File: src/rtl/multicycle_control.sv
// Main control FSM for the multi-cycle RV32I core.
// Sequences fetch, decode, execute, memory and writeback over one memory port.
module multicycle_control #(
    parameter int RESET_STATE_CYCLES = 1
) (
    input  logic       clk,
    input  logic       rst,
    input  logic [6:0] opcode,
    input  logic [2:0] funct3,
    input  logic       branch_cond,
    input  logic       mem_ready,
    output logic       mem_req,
    output logic       mem_we,
    output logic       mem_addr_sel,
    output logic       ir_we,
    output logic       pc_we,
    output logic [1:0] pc_sel,
    output logic [1:0] alu_a_sel,
    output logic       alu_b_sel,
    output logic [2:0] imm_sel,
    output logic       rf_we,
    output logic [1:0] wb_sel,
    output logic       instret,
    output logic       illegal,
    output logic [2:0] state
);

    typedef enum logic [2:0] {
        S_RESET  = 3'd0,
        S_FETCH  = 3'd1,
        S_DECODE = 3'd2,
        S_EXEC   = 3'd3,
        S_MEM    = 3'd4,
        S_WB     = 3'd5,
        S_TRAP   = 3'd6
    } state_t;

    typedef enum logic [3:0] {
        C_OP     = 4'd0,
        C_OPIMM  = 4'd1,
        C_LOAD   = 4'd2,
        C_STORE  = 4'd3,
        C_LUI    = 4'd4,
        C_AUIPC  = 4'd5,
        C_BRANCH = 4'd6,
        C_JAL    = 4'd7,
        C_JALR   = 4'd8,
        C_NONE   = 4'd9
    } class_t;

    localparam logic [6:0] OPC_OP     = 7'b0110011;
    localparam logic [6:0] OPC_OPIMM  = 7'b0010011;
    localparam logic [6:0] OPC_LOAD   = 7'b0000011;
    localparam logic [6:0] OPC_STORE  = 7'b0100011;
    localparam logic [6:0] OPC_LUI    = 7'b0110111;
    localparam logic [6:0] OPC_AUIPC  = 7'b0010111;
    localparam logic [6:0] OPC_BRANCH = 7'b1100011;
    localparam logic [6:0] OPC_JAL    = 7'b1101111;
    localparam logic [6:0] OPC_JALR   = 7'b1100111;

    localparam logic [2:0] IMM_I = 3'd0;
    localparam logic [2:0] IMM_S = 3'd1;
    localparam logic [2:0] IMM_B = 3'd2;
    localparam logic [2:0] IMM_U = 3'd3;
    localparam logic [2:0] IMM_J = 3'd4;

    localparam logic [3:0] RST_LAST = 4'(RESET_STATE_CYCLES - 1);

    state_t     cur_state;
    state_t     next_state;
    class_t     cls;
    class_t     cls_dec;
    logic [3:0] rst_cnt;

    logic [1:0] alu_a;
    logic       alu_b;
    logic [2:0] imm;

    // Live decode; only sampled into cls while in DECODE.
    always_comb begin
        cls_dec = C_NONE;
        case (opcode)
            OPC_OP:     cls_dec = C_OP;
            OPC_OPIMM:  cls_dec = C_OPIMM;
            OPC_LOAD:   cls_dec = C_LOAD;
            OPC_STORE:  cls_dec = C_STORE;
            OPC_LUI:    cls_dec = C_LUI;
            OPC_AUIPC:  cls_dec = C_AUIPC;
            OPC_BRANCH: cls_dec = C_BRANCH;
            OPC_JAL:    cls_dec = C_JAL;
            OPC_JALR:   cls_dec = (funct3 == 3'b000) ? C_JALR : C_NONE;
            default:    cls_dec = C_NONE;
        endcase
    end

    always_ff @(posedge clk or posedge rst) begin
        if (rst) begin
            cur_state <= S_RESET;
        end else begin
            cur_state <= next_state;
        end
    end

    always_ff @(posedge clk or posedge rst) begin
        if (rst) begin
            rst_cnt <= 4'd0;
        end else if (cur_state == S_RESET && rst_cnt != RST_LAST) begin
            rst_cnt <= rst_cnt + 4'd1;
        end else begin
            rst_cnt <= 4'd0;
        end
    end

    always_ff @(posedge clk or posedge rst) begin
        if (rst) begin
            cls <= C_NONE;
        end else if (cur_state == S_DECODE) begin
            cls <= cls_dec;
        end
    end

    always_comb begin
        next_state = cur_state;
        case (cur_state)
            S_RESET: begin
                if (rst_cnt == RST_LAST) next_state = S_FETCH;
            end
            S_FETCH: begin
                if (mem_ready) next_state = S_DECODE;
            end
            S_DECODE: begin
                next_state = (cls_dec == C_NONE) ? S_TRAP : S_EXEC;
            end
            S_EXEC: begin
                case (cls)
                    C_LOAD, C_STORE: next_state = S_MEM;
                    C_BRANCH:        next_state = S_FETCH;
                    default:         next_state = S_WB;
                endcase
            end
            S_MEM: begin
                if (mem_ready) begin
                    next_state = (cls == C_LOAD) ? S_WB : S_FETCH;
                end
            end
            S_WB:    next_state = S_FETCH;
            S_TRAP:  next_state = S_TRAP;
            default: next_state = S_RESET;
        endcase
    end

    // ALU operand selects per class, shared by EXEC and MEM.
    always_comb begin
        alu_a = 2'd0;
        alu_b = 1'b1;
        imm   = IMM_I;
        case (cls)
            C_OP:     alu_b = 1'b0;
            C_STORE:  imm = IMM_S;
            C_LUI: begin
                alu_a = 2'd2;
                imm   = IMM_U;
            end
            C_AUIPC: begin
                alu_a = 2'd1;
                imm   = IMM_U;
            end
            C_BRANCH: begin
                alu_a = 2'd1;
                imm   = IMM_B;
            end
            C_JAL: begin
                alu_a = 2'd1;
                imm   = IMM_J;
            end
            default: begin
                alu_a = 2'd0;
                alu_b = 1'b1;
                imm   = IMM_I;
            end
        endcase
    end

    always_comb begin
        mem_req      = 1'b0;
        mem_we       = 1'b0;
        mem_addr_sel = 1'b0;
        ir_we        = 1'b0;
        pc_we        = 1'b0;
        pc_sel       = 2'd0;
        alu_a_sel    = 2'd0;
        alu_b_sel    = 1'b0;
        imm_sel      = 3'd0;
        rf_we        = 1'b0;
        wb_sel       = 2'd0;
        instret      = 1'b0;
        illegal      = 1'b0;
        case (cur_state)
            S_FETCH: begin
                mem_req = 1'b1;
                ir_we   = mem_ready;
                pc_we   = mem_ready;
            end
            S_EXEC: begin
                alu_a_sel = alu_a;
                alu_b_sel = alu_b;
                imm_sel   = imm;
                case (cls)
                    C_BRANCH: begin
                        pc_sel  = 2'd1;
                        pc_we   = branch_cond;
                        instret = 1'b1;
                    end
                    C_JAL: begin
                        pc_sel = 2'd1;
                        pc_we  = 1'b1;
                    end
                    C_JALR: begin
                        pc_sel = 2'd2;
                        pc_we  = 1'b1;
                    end
                    default: pc_sel = 2'd0;
                endcase
            end
            S_MEM: begin
                mem_req      = 1'b1;
                mem_addr_sel = 1'b1;
                mem_we       = (cls == C_STORE);
                alu_a_sel    = alu_a;
                alu_b_sel    = alu_b;
                imm_sel      = imm;
                instret      = mem_ready && (cls == C_STORE);
            end
            S_WB: begin
                rf_we   = 1'b1;
                instret = 1'b1;
                case (cls)
                    C_LOAD:         wb_sel = 2'd1;
                    C_JAL, C_JALR:  wb_sel = 2'd2;
                    default:        wb_sel = 2'd0;
                endcase
            end
            S_TRAP:  illegal = 1'b1;
            default: illegal = 1'b0;
        endcase
    end

    assign state = cur_state;

endmodule

File: config.mk
export PLATFORM = sky130hd
export DESIGN_NAME = multicycle_control
export DESIGN_NICKNAME = d
export VERILOG_FILES = /design/src/rtl/multicycle_control.sv
export SDC_FILE = /design/constraint.sdc
export NUM_CORES = 1
export LEC_CHECK = 0
export CORE_MARGIN = 3
export CORE_UTILIZATION = 44
export DETAILED_ROUTE_END_ITERATION = 7
export HOLD_SLACK_MARGIN = 0.08
export PLACE_DENSITY = 0.87
export SLEW_MARGIN = 20
export SYNTH_ARGS = -nofsm -noshare
export SYNTH_HDL_FRONTEND = slang
export SYNTH_SLANG_ARGS = --single-unit
File: constraint.sdc
create_clock -name clk -period 2.2 [get_ports clk]
set_clock_uncertainty 0.05 [all_clocks]
set_input_delay 0.33 -clock clk [delete_from_list [all_inputs] [get_ports clk]]
set_output_delay 0.33 -clock clk [all_outputs]
set_load 0.02 [all_outputs]
Word-level counts from Yosys, hierarchy flattened
Cells that the tools add are included.

word-level totals
  word-level logic and storage cells = 75
  bits in registers = 11

cells by class
  eq/ne operators = 26
  add/sub/neg operators = 1
  reduce and logical (&&, ||, !) cells = 15
  muxes and demuxes = 30

operator list
  operator                                                         number
  4-bit one-hot mux with 9 select lines                            1
  7-bit by 6-bit == test with 1-bit output, second input constant  3
  7-bit == test, second input constant                             3
  3-bit one-hot mux with 7 select lines                            1
  3-bit two-way mux                                                6
  4-bit by 3-bit == test with 1-bit output, second input constant  4
  7-bit by 5-bit == test with 1-bit output, second input constant  2
  2-bit one-hot mux with 2 select lines                            3
  3-bit one-hot mux with 4 select lines                            1
  2-bit OR reduction                                               6
  1-bit two-way mux                                                10
  3-bit == test, second input constant                             3
  4-bit by 2-bit == test with 1-bit output, second input constant  2
  4-bit == test, second input constant                             2
  4-bit logical NOT                                                2
  7-bit by 2-bit == test with 1-bit output, second input constant  1
  3-bit by 2-bit == test with 1-bit output, second input constant  2
  3-bit logical NOT                                                2
  2-bit two-way mux                                                3
  3-bit one-hot mux with 2 select lines                            1
  4-bit by 1-bit adder with 4-bit output, second input constant    1
  4-bit two-way mux                                                1
  2-bit inequality test, second input constant                     2
  1-bit one-hot mux with 2 select lines                            2
  other kinds (7)                                                  8

Longest topological paths before layout
Gate-level depths: netlist of the first run.

  word-level depth = 6
  depth in mapped cells = 6

Least setup slack after synthesis of the first run
No wires, ideal clock.

  kind = register -> output
  from = register cur_state[2], in the netlist state[2]
  to = output alu_a_sel[0]
  path slack = 0.169 ns
  stages on the path, launching flop included = 6
  arrival = 1.651 ns
  data required time = 1.820 ns
  path buffers = 1
  cell sequence = dfrtp_1 -> buf_4 -> nand3b_4 -> o21a_4 -> or3b_4 -> nor2_1

between the ends
  longest elaborated chain between the ends = 3
  elaborated cells on any way between the ends = 4

RTL lines
  what                                                                       RTL line  source
  start: declaration                                                         69        state_t cur_state;
  start signal: assignment                                                   100       cur_state <= next_state;
  3-bit == test or 3-bit by 2-bit == test with 1-bit output (tied branches)  198       case (cur_state)
  2-bit OR reduction (no line) *                                             -
  2-bit two-way mux *                                                        198
  end: declaration                                                           18        output logic [1:0] alu_a_sel,

Mark *: on every way between the ends. The rest lies on a longest branch, timed or not.

Worst setup path after layout of the first run
  from = register cur_state[0], in the netlist state[0]
  to = output mem_addr_sel

between the ends
  longest elaborated chain between the ends = 2

RTL lines
  what               RTL line  source
  3-bit == test      198
  1-bit two-way mux  198
  end: declaration   14        output logic mem_addr_sel,

No other way between the ends.

==> summary.md, run 1 <==
| Metric | Value |
|---|---|
| Synth Register Bits | `11` |
| Io pins | `35` |
| Net Count, Synth | `between 100 and 150` |
| Max-slew headroom | `between 60% and 70%` |
| Yosys warns | `0` |
| Std-Cell Rows | `16` |
| Diode count | `0` |
| GPL Wtd Cong | `roughly 0.8` |
| Clk root buf | `clkbuf_4` |
| Synthesis-to-layout area growth | `40.9%` |
| Final ANT Viol Nets | `0` |
| Number of synthesized flops with an enable pin | `0` |
| Prevailing post-synth register cell | `dfrtp_1` |
| Pwr Density | `912 nW/um2` |
| Seq/Total Area, Yosys | `between 20% and 30%` |
| Vias per Instance | `5.53` |
| Share of layout cells above drive strength 1 | `between 10% and 20%` |
| Pin slew with the least headroom to its limit | `roughly 0.46 ns` |
| Asr flop ratio synth | `between 90% and 100%` |
| Vias in the first global route | `~920` |
| WL final | `2.45 mm` |
| # setup viols final | `0` |
| Max-Cap Viols | `0` |
| HP Class | `in -> async` |
| Setup TNS | `0 ns` |
| Die Area | `roughly 2900 um2` |
| Synth area leaders | `dfrtp_1, nor2_1, dfstp_2` |
| First-pass GRT wire length | `between 3 and 4 mm` |
| Routed via count | `roughly 1000` |
| Largest net degree at the start of global routing | `13` |
| Crit start category | `flip-flop` |
| CTS Buffer Depth | `2` |
| HPWL after DPL | `about 2 mm` |
| Outcome | `finished clean` |
| Leak Pwr | `about 0.68 nW` |
| Mapped Area | `between 900 and 1000 um2` |
| Worst path max stage delay | `roughly 0.63 ns` |
| DRC | `0` |
| CTS tree | `yes` |
| Mapped Cells | `120` |
| Slowest stage cell, crit path | `clkdlybuf4s50_1` |
| Drt first pass iters | `4` |
| Worst EP arrival | `approximately 1.8 ns` |
| DRT iter0 DRCs | `22` |
| Overflow left after global routing | `0` |
| Synth top area share | `between 20 and 25%` |
| Crit path max fanout | `6` |
| CP endpoint kind | `output port` |
| Post-CTS Hold Fix Bufs | `0` |
| Slew Viols, Final | `0` |
| GRT Util Overall | `about a fifth` |
| H-tree depth | `1` |
| # port buffers | `34` |
| Period utilisation layout | `roughly 97%` |
| Antenna violations before repair | `0` |
| DR WL/cell | `13.1 um` |
| Hold Violations, Final | `0` |
| Die width | `around 54 um` |
| Bufs and invs on worst path | `2` |
| Area leader, netlist | `dfrtp_1` |
| CTS Buf Count | `3` |
| Clk sinks | `11` |
| Max Clk Rate | `470 MHz` |
| CP Data Required Time | `roughly 1.8 ns` |
| Initial Utilization | `48.7%` |
| Synthesized area per cell | `8.28 um2` |
| NumNets Final | `between 150 and 200` |
| Fin util | `a little under 70%` |
| Final setup margin | `0.0720 ns` |
| Worst-path cell chain | `nand2b_2 -> buf_4 -> nor2_1 -> clkdlybuf4s50_1` |
| Clk Latency, worst-skew pair | `roughly 0.27 ns` |
| Pre-CTS WS | `-0.0242 ns` |
| Tmin final | `between 2 and 2.5 ns` |
| Yosys cell types | `51` |
| Cells after DPL | `about 180` |
| Worst-path clk slew | `0.07 ns` |
| Final hold slack | `between 0.2 and 0.3 ns` |
| CP delay by family, top | `buffers and inverters` |
| Die H | `53.5 um` |
| Area of the core | `between 2000 and 2500 um2` |
| Non-Filler Instances | `188` |
| Crit Path Category | `reg -> out` |
| Peak VDD IR | `between 0.0005 and 0.0006 V` |
[layout by cell type, fill, tap and decap left out, drive strengths merged, types with 3 or more instances in the layout]
master and n:
a21oi 7, buf 11, clkbuf 6, clkdlybuf4s50 18
dfrtp 9, dlygate4sd2 9, dlymetal6s2s 3, inv 7
nand2 7, nand3 4, nand3b 4, nor2 20
nor3 7, o21a 4, o21ai 3
[path summary, 6_finish.rpt]
| check | start | slack, ns | to | cells past startpoint |
|---|---|---|---|---|
| max in group asynchronous | rst | 1.47 | cls[3] | 2 |
| setup / recovery | state[0] | 0.07 | mem_addr_sel | 4 |
| hold reg to reg | rst_cnt[0] | 0.46 | rst_cnt[0] | 1 |
| min in group clk | rst_cnt[0] | 0.46 | rst_cnt[0] | 1 |
| hold / removal | rst | 0.29 | rst_cnt[0] | 2 |
| setup reg to reg | rst_cnt[0] | 0.48 | state[0] | 6 |
[cells in the mapped netlist (2+ instances only)]
cell type   n
o21a_1      3
nand2_1     7
xnor2_1     2
nand3b_1    3
buf_6       2
dfrtp_1     9
buf_4       2
nor2b_1     2
nand3_1     4
a21oi_1     6
nor3_1      4
dfstp_2     2
o21ai_0     3
nor3_2      3
a31oi_1     2
buf_2       2
nand4b_1    2
nor2_1     20
ha_1        2
and3_1      2
inv_1       6
o31ai_1     2
a211o_1     2
[area by class of cell]
type                    count  area, um2
fillers                   184        642
multi-input cells          95        636
repair buffers             44        395
flip-flops and latches     11        278
well taps                  27       33.8
inverters                   7       31.3
clock buffers               4       26.3
[worst reg2reg max path: stages, from the launching register on]
cell and delay, ns:
dfrtp_1 0.42, inv_1 0.08, ha_1 0.16, or3b_1 0.39
a221oi_1 0.29, o21a_1 0.17, a211o_1 0.10
[state kept, by name (all words and copies together), names as in the netlist]
| signal | cells |
|---|---|
| cls | 4 |
| rst_cnt | 4 |
| state | 3 |
[metrics by stage]
stage          total power [mW]  area (um2)
4_1_cts                    1.27        1400
5_1_grt                    1.36        1400
2_1_floorplan             0.875         993
6_report                   1.28        1400
3_3_place_gp               1.14        1380
3_5_place_dp               1.16        1380
[metal layers]
metal	wire (um)	track usage, %	up-vias
met2	1200	35.5	50
met1	984	20.1	465
met3	198	2.25	7
li1	-	-	517
met5	0	0	-
met4	68	11.9	0
[cells by family after synthesis]
group,synth area share (%)
DFF,28.0
and+or+nand+nor,35.0
xor gates and xnor gates,2.65
AOI/OAI and AO/OA,21.4
adders and majority gates,2.52
muxes,2.14
buffers and inverters,8.31
[report_power, final]
part           switching (mW)  total, mW  internal (mW)
sequential             0.0802      0.345          0.265
clock                  0.0681      0.138         0.0703
combinational           0.417      0.794          0.377
[repair_timing]
action                                  CTS  global route
endpoints found under the setup margin   13             8
gates resized for setup                  17             9
buffers inserted                          0             1
Note: power is estimated with default switching activity, not from simulation.
==> run 2: changes to the inputs <==
PLACE_DENSITY = 0.88   (was 0.87)
==> run 2 against run 1 <==
  * Wire length is 0.81% higher
  * Critical endpoint is now instret
  * Largest cell class unchanged
  * First-iteration DRC count is 36% lower
  * Clock power is 7% lower
  * Highest routed layer unchanged
==> summary.md, run 2 (synthesized netlist as in run 1, its figures left out) <==
| Metric | Value |
|---|---|
| CTS Buffer Depth | `2 (unchanged)` |
| Reg2Reg Depth | `6 (unchanged)` |
| HP Class | `in -> async` |
| CP Data Required Time | `1.82 ns (about the same)` |
| Io pins | `35 (unchanged)` |
| Final ANT Viol Nets | `0 (unchanged)` |
| DRT iter0 DRCs | `14 (-36%)` |
| # port buffers | `34 (unchanged)` |
| Pre-CTS WS | `-0.0474 ns (-0.0232 ns)` |
| Max-Cap Viols | `0 (unchanged)` |
| NumNets Final | `179 (+0.56%)` |
| Antenna violations before repair | `0 (unchanged)` |
| Diode count | `0 (unchanged)` |
| CP endpoint kind | `output port` |
| Clk Latency, worst-skew pair | `0.26 ns (about the same)` |
| CP Capture Point | `instret` |
| Non-Filler Instances | `189 (+0.53%)` |
| Hold Violations, Final | `0 (unchanged)` |
| Worst R2R Start | `rst_cnt[0]` |
| Crit start category | `flip-flop` |
| Crit Path Category | `reg -> out` |
| HPWL after DPL | `2.00 mm (+1.5%)` |
| Max Clk Rate | `468 MHz (-0.31%)` |
| Tmin final | `2.13 ns (+0.00666 ns)` |
| DRC | `0 (unchanged)` |
| Synthesis-to-layout area growth | `42.3%` |
| Outcome | `finished clean` |
| Overflow left after global routing | `0 (unchanged)` |
| Worst EP arrival | `1.75 ns (about the same)` |
| First-pass GRT wire length | `4.12 mm (+5.3%)` |
| Commonest cells after routing, fill and taps aside | `nor2_1, clkdlybuf4s50_1, buf_4` |
| Cells after DPL | `183 (unchanged)` |
| Crit path max fanout | `8 (+2)` |
| Flop2flop setup slack | `0.52 ns (+0.04 ns)` |
| CTS Buf Count | `3 (unchanged)` |
| Largest net degree at the start of global routing | `13 (unchanged)` |
| Pin slew with the least headroom to its limit | `0.464 ns (-0.000325 ns)` |
| Pwr Density | `914 nW/um2 (+0.21%)` |
| Max-slew headroom | `68.6% (about the same)` |
| Slew Viols, Final | `0 (unchanged)` |
| Final setup margin | `0.0654 ns (-0.00666 ns)` |
| Die Area | `2860 um2 (unchanged)` |
| GRT Util Overall | `19.2% (+0.022 points)` |
| Die width | `53.5 um (unchanged)` |
| Final hold slack | `0.306 ns (+0.0149 ns)` |
| Peak VDD IR | `0.000484 V (-19%)` |
| CTS tree | `yes` |
| Fin util | `69.2% (+0.67 points)` |
| Area of the core | `2040 um2 (unchanged)` |
| Sequential Area | `279 um2 (+0.45%)` |
| # setup viols final | `0 (unchanged)` |
| DR WL/cell | `13.1 um (+0.28%)` |
| Placed Area | `1380 um2 (unchanged)` |
| Worst r2r dst | `state[0]` |
| Final instance area | `1410 um2 (+0.98%)` |
| Area of the multi-input gates | `636 um2 (unchanged)` |
| Fill cell count | `175 (-4.9%)` |
| Initial Utilization | `48.7% (unchanged)` |
| Routed via count | `1025 (-1.3%)` |
| Clk sinks | `11 (unchanged)` |
| Leak Pwr | `0.686 nW (+1.3%)` |
| WL final | `2.47 mm (+0.81%)` |
| Critical path origin | `cls[3]` |
| Period utilisation layout | `97.0% (+0.30 points)` |
| Worst-path clk slew | `0.07 ns (about the same)` |
| GPL Wtd Cong | `0.803 (about the same)` |
| Vias in the first global route | `990 (+7.4%)` |
| Drt first pass iters | `4 (unchanged)` |
| Post-CTS Hold Fix Bufs | `0 (unchanged)` |
| RSZ-0062 raised after global routing | `no` |
| Die H | `53.5 um (unchanged)` |
| Vias per Instance | `5.42 (-1.9%)` |
| Most common cell after layout, fill and taps aside | `nor2_1` |
| Std-Cell Rows | `16 (unchanged)` |
| H-tree depth | `1 (unchanged)` |
| Share of layout cells above drive strength 1 | `20.4% (+1.1 points)` |
| Clk root buf | `clkbuf_4` |
## run 2: changes by cell type in the layout (fill, tap and decap cells not counted), sizes merged
cell	before	now
clkbuf	6	4
clkdlybuf4s15	0	1
dlygate4sd1	1	0
buf	11	14
dlymetal6s2s	3	4
dlygate4sd2	9	8
## run 2: critical path, cell delays in order, from the launching register on
cell,delay (ns)
dfstp_2,0.58
nor2_1,0.07
and2_1,0.20
a31oi_1,0.22
o32ai_1,0.13
clkdlybuf4s15_1,0.30
## run 2: metrics by stage
stage	TNS, ns	total power, mW
floorplan	0	0.875
global placement	-0.00635	1.14
detailed placement	-0.109	1.17
CTS	0	1.28
global route	0	1.38
finish	0	1.29
## run 2: repair_timing
action | in CTS | in global routing
gates resized for setup | 19 | 9
endpoints found under the setup margin | 13 | 9
setup buffers | 0 | 2
pin swaps | 0 | 0
## run 2: routing by layer
metal,part of all wire [%],up-vias,wire (um),track usage [%]
li1,-,517,-,-
met1,41,453,1010,21.6
met5,0,-,0,0
met3,7.8,8,194,1.41
met4,2.9,0,71,9.79
met2,48,47,1200,35.5
## run 2: report_power, final
part           switching [mW]  leakage, nW  internal (mW)
combinational           0.423        0.531          0.392
sequential             0.0837        0.140          0.266
clock                  0.0587       0.0150         0.0698
## run 2: how the worst min path moves through the flow
stage	start	endpoint	cells past startpoint
after global routing	rst	rst_cnt[0]	2
after global placement	rst_cnt[0]	rst_cnt[0]	1
after floorplan	rst	cls[1]	1
final	rst	rst_cnt[0]	2
after CTS	rst	rst_cnt[0]	2
after detailed placement	rst_cnt[0]	rst_cnt[0]	1
## run 2: layout make-up
cell class,count,share of cell area (%)
Multi-Input combinational cell,95,45.0
Timing Repair Buffer,45,28.8
Sequential cell,11,19.7
Tap cell,27,2.39
Inverter,7,2.21
Clock buffer,4,1.86
==> patch, RTL diff (config.mk and constraints of run 2) <==
The 10 values of `class_t` get a one-hot encoding in 10 bits.
--- a/src/rtl/multicycle_control.sv
+++ b/src/rtl/multicycle_control.sv
@@ -35,17 +35,17 @@
         S_TRAP   = 3'd6
     } state_t;
 
-    typedef enum logic [3:0] {
-        C_OP     = 4'd0,
-        C_OPIMM  = 4'd1,
-        C_LOAD   = 4'd2,
-        C_STORE  = 4'd3,
-        C_LUI    = 4'd4,
-        C_AUIPC  = 4'd5,
-        C_BRANCH = 4'd6,
-        C_JAL    = 4'd7,
-        C_JALR   = 4'd8,
-        C_NONE   = 4'd9
+    typedef enum logic [9:0] {
+        C_OP     = 10'b0000000001,
+        C_OPIMM  = 10'b0000000010,
+        C_LOAD   = 10'b0000000100,
+        C_STORE  = 10'b0000001000,
+        C_LUI    = 10'b0000010000,
+        C_AUIPC  = 10'b0000100000,
+        C_BRANCH = 10'b0001000000,
+        C_JAL    = 10'b0010000000,
+        C_JALR   = 10'b0100000000,
+        C_NONE   = 10'b1000000000
     } class_t;
 
     localparam logic [6:0] OPC_OP     = 7'b0110011;
Behaviour: no difference found for any inputs over 10 cycles, from zero or initial values and one cycle with rst high; not proved beyond that.
==> patch against run 2 <==
The run now ends with negative setup slack left. Wire length up 64%. Power up 61%. Cell area up 40%. Area after synthesis up 34%. Sequential cell count up 6. Setup slack worse by 290 ps. Non-clock buffer count up 19. Core utilization up 0.77 points. Sequential power up 31%. Highest routed layer unchanged.
==> patch: results <==
[outcome]
status = "complete, but fails checks"
failed_checks = "negative setup slack"

[global_route]
grt_max_degree = 18
grt_pass1_wl_um = 6360
grt_pass1_vias = 1315
grt_usage = 0.234

[yosys]
synth.area.top_cells = "dfrtp_1 (30%), nand2_1 (4.2%), nor2_1 (4.2%)"
synth_cell_types = 51
synthesis.nets = 172
ys_seq_area_frac = 0.320

[setup_path]
crit_arrival_ps = 2050
regToRegStartpoint = "cls[5]"
crit_fanout = 3

[layout]
nNetsFinal = 231
drive_gt1_frac = 0.355

[sta]
tns_ps = -1450
max_slew_margin = 0.571
finalWorstSetupSlack_ps = -227
setup_viol = 11

[detailed_routing]
vias_per_cell = 5.83
drt-initial-drc-count = 124
wl_per_cell_um = 16.6

[place]
dp_hpwl_um = 3010
gp_congestion = 0.840

[clock_tree]
clk_latency_ps = 310

[power_and_ir_drop]
ir_drop_uv = 413
p_sw_frac = 0.460
## patch: cell count changes in the layout (fill, tap and decap cells not counted), sizes merged, moves of 3 or more
cell,before,now
nor4,1,5
dlymetal6s2s,4,1
nand2,7,16
o21a,4,0
dlygate4sd2,8,3
o21ai,3,11
buf,14,42
xor2,1,4
dfrtp,9,16
nor2,20,17
nand2b,2,5
## patch: logic make-up (layout without fill, tap and decap cells)
kind of cell	Yosys count	in the layout	synth area share
buffers and inverters	18	76	0.0694
adders and majority gates	2	2	0.0187
AOI/OAI and AO/OA	34	34	0.189
xor gates and xnor gates	7	7	0.0459
and+or+nand+nor	78	78	0.357
DFF	17	17	0.320
## patch: layout make-up
type                    count  area [um^2]
inverters                   8         30.0
multi-input cells         121          910
fillers                   224          848
repair buffers             64          548
flip-flops and latches     17          427
well taps                  31         38.8
clock inverters             1         5.00
clock buffers               3         22.5
## patch: power groups by stage
stage	registers (uW)	clock network, uW	logic, uW
detailed placement	462	0	1290
global route	468	190	1550
finish	458	174	1450
CTS	458	177	1320
floorplan	490	0	760
global placement	449	0	1240
## patch: critical path, stage by stage, from the launching register on
cell and delay (ps):
dfrtp_1 400, or4_4 550, nor2_4 140, a41oi_2 150, o32ai_2 320, buf_4 190
## patch: per-layer routing
| layer | track usage | wire length (um) | share of wire | up-vias |
|---|---|---|---|---|
| met1 | 0.289 | 1650 | 0.41 | 679 |
| met4 | 0.130 | 143 | 0.035 | 0 |
| met5 | 0 | 0 | 0 | - |
| li1 | - | - | - | 680 |
| met2 | 0.396 | 2100 | 0.52 | 55 |
| met3 | 0.0252 | 169 | 0.042 | 14 |
## patch: metrics by stage
| step | power [uW] | area [um^2] | worst slack, ps | cells | utilization |
|---|---|---|---|---|---|
| after floorplan | 1250 | 1360 | -18.7 | 156 | - |
| after global placement | 1690 | 1880 | -191 | 237 | 0.663 |
| after detailed placement | 1750 | 1880 | -275 | 237 | 0.663 |
| after CTS | 1950 | 1900 | -147 | 241 | 0.673 |
| after global routing | 2210 | 1980 | -275 | 245 | 0.700 |
| final | 2080 | 1980 | -227 | 245 | 0.700 |
## patch: worst paths after layout
check                      slack (ps)    endpoint  cells after the start
hold reg to reg                   450  rst_cnt[0]                      1
setup reg to reg                  170    state[0]                      8
min in group clk                  450  rst_cnt[0]                      1
max in group asynchronous        1330      cls[5]                      2
setup / recovery                 -230     instret                      5
hold / removal                    340  rst_cnt[3]                      2
## patch: repair_timing
| action | in CTS | in global routing |
|---|---|---|
| resized for setup | 79 | 13 |
| hold endpoints to repair | 0 | 0 |
| endpoints found under the setup margin | 17 | 14 |
| pin swaps | 2 | 10 |
| setup buffers | 0 | 4 |
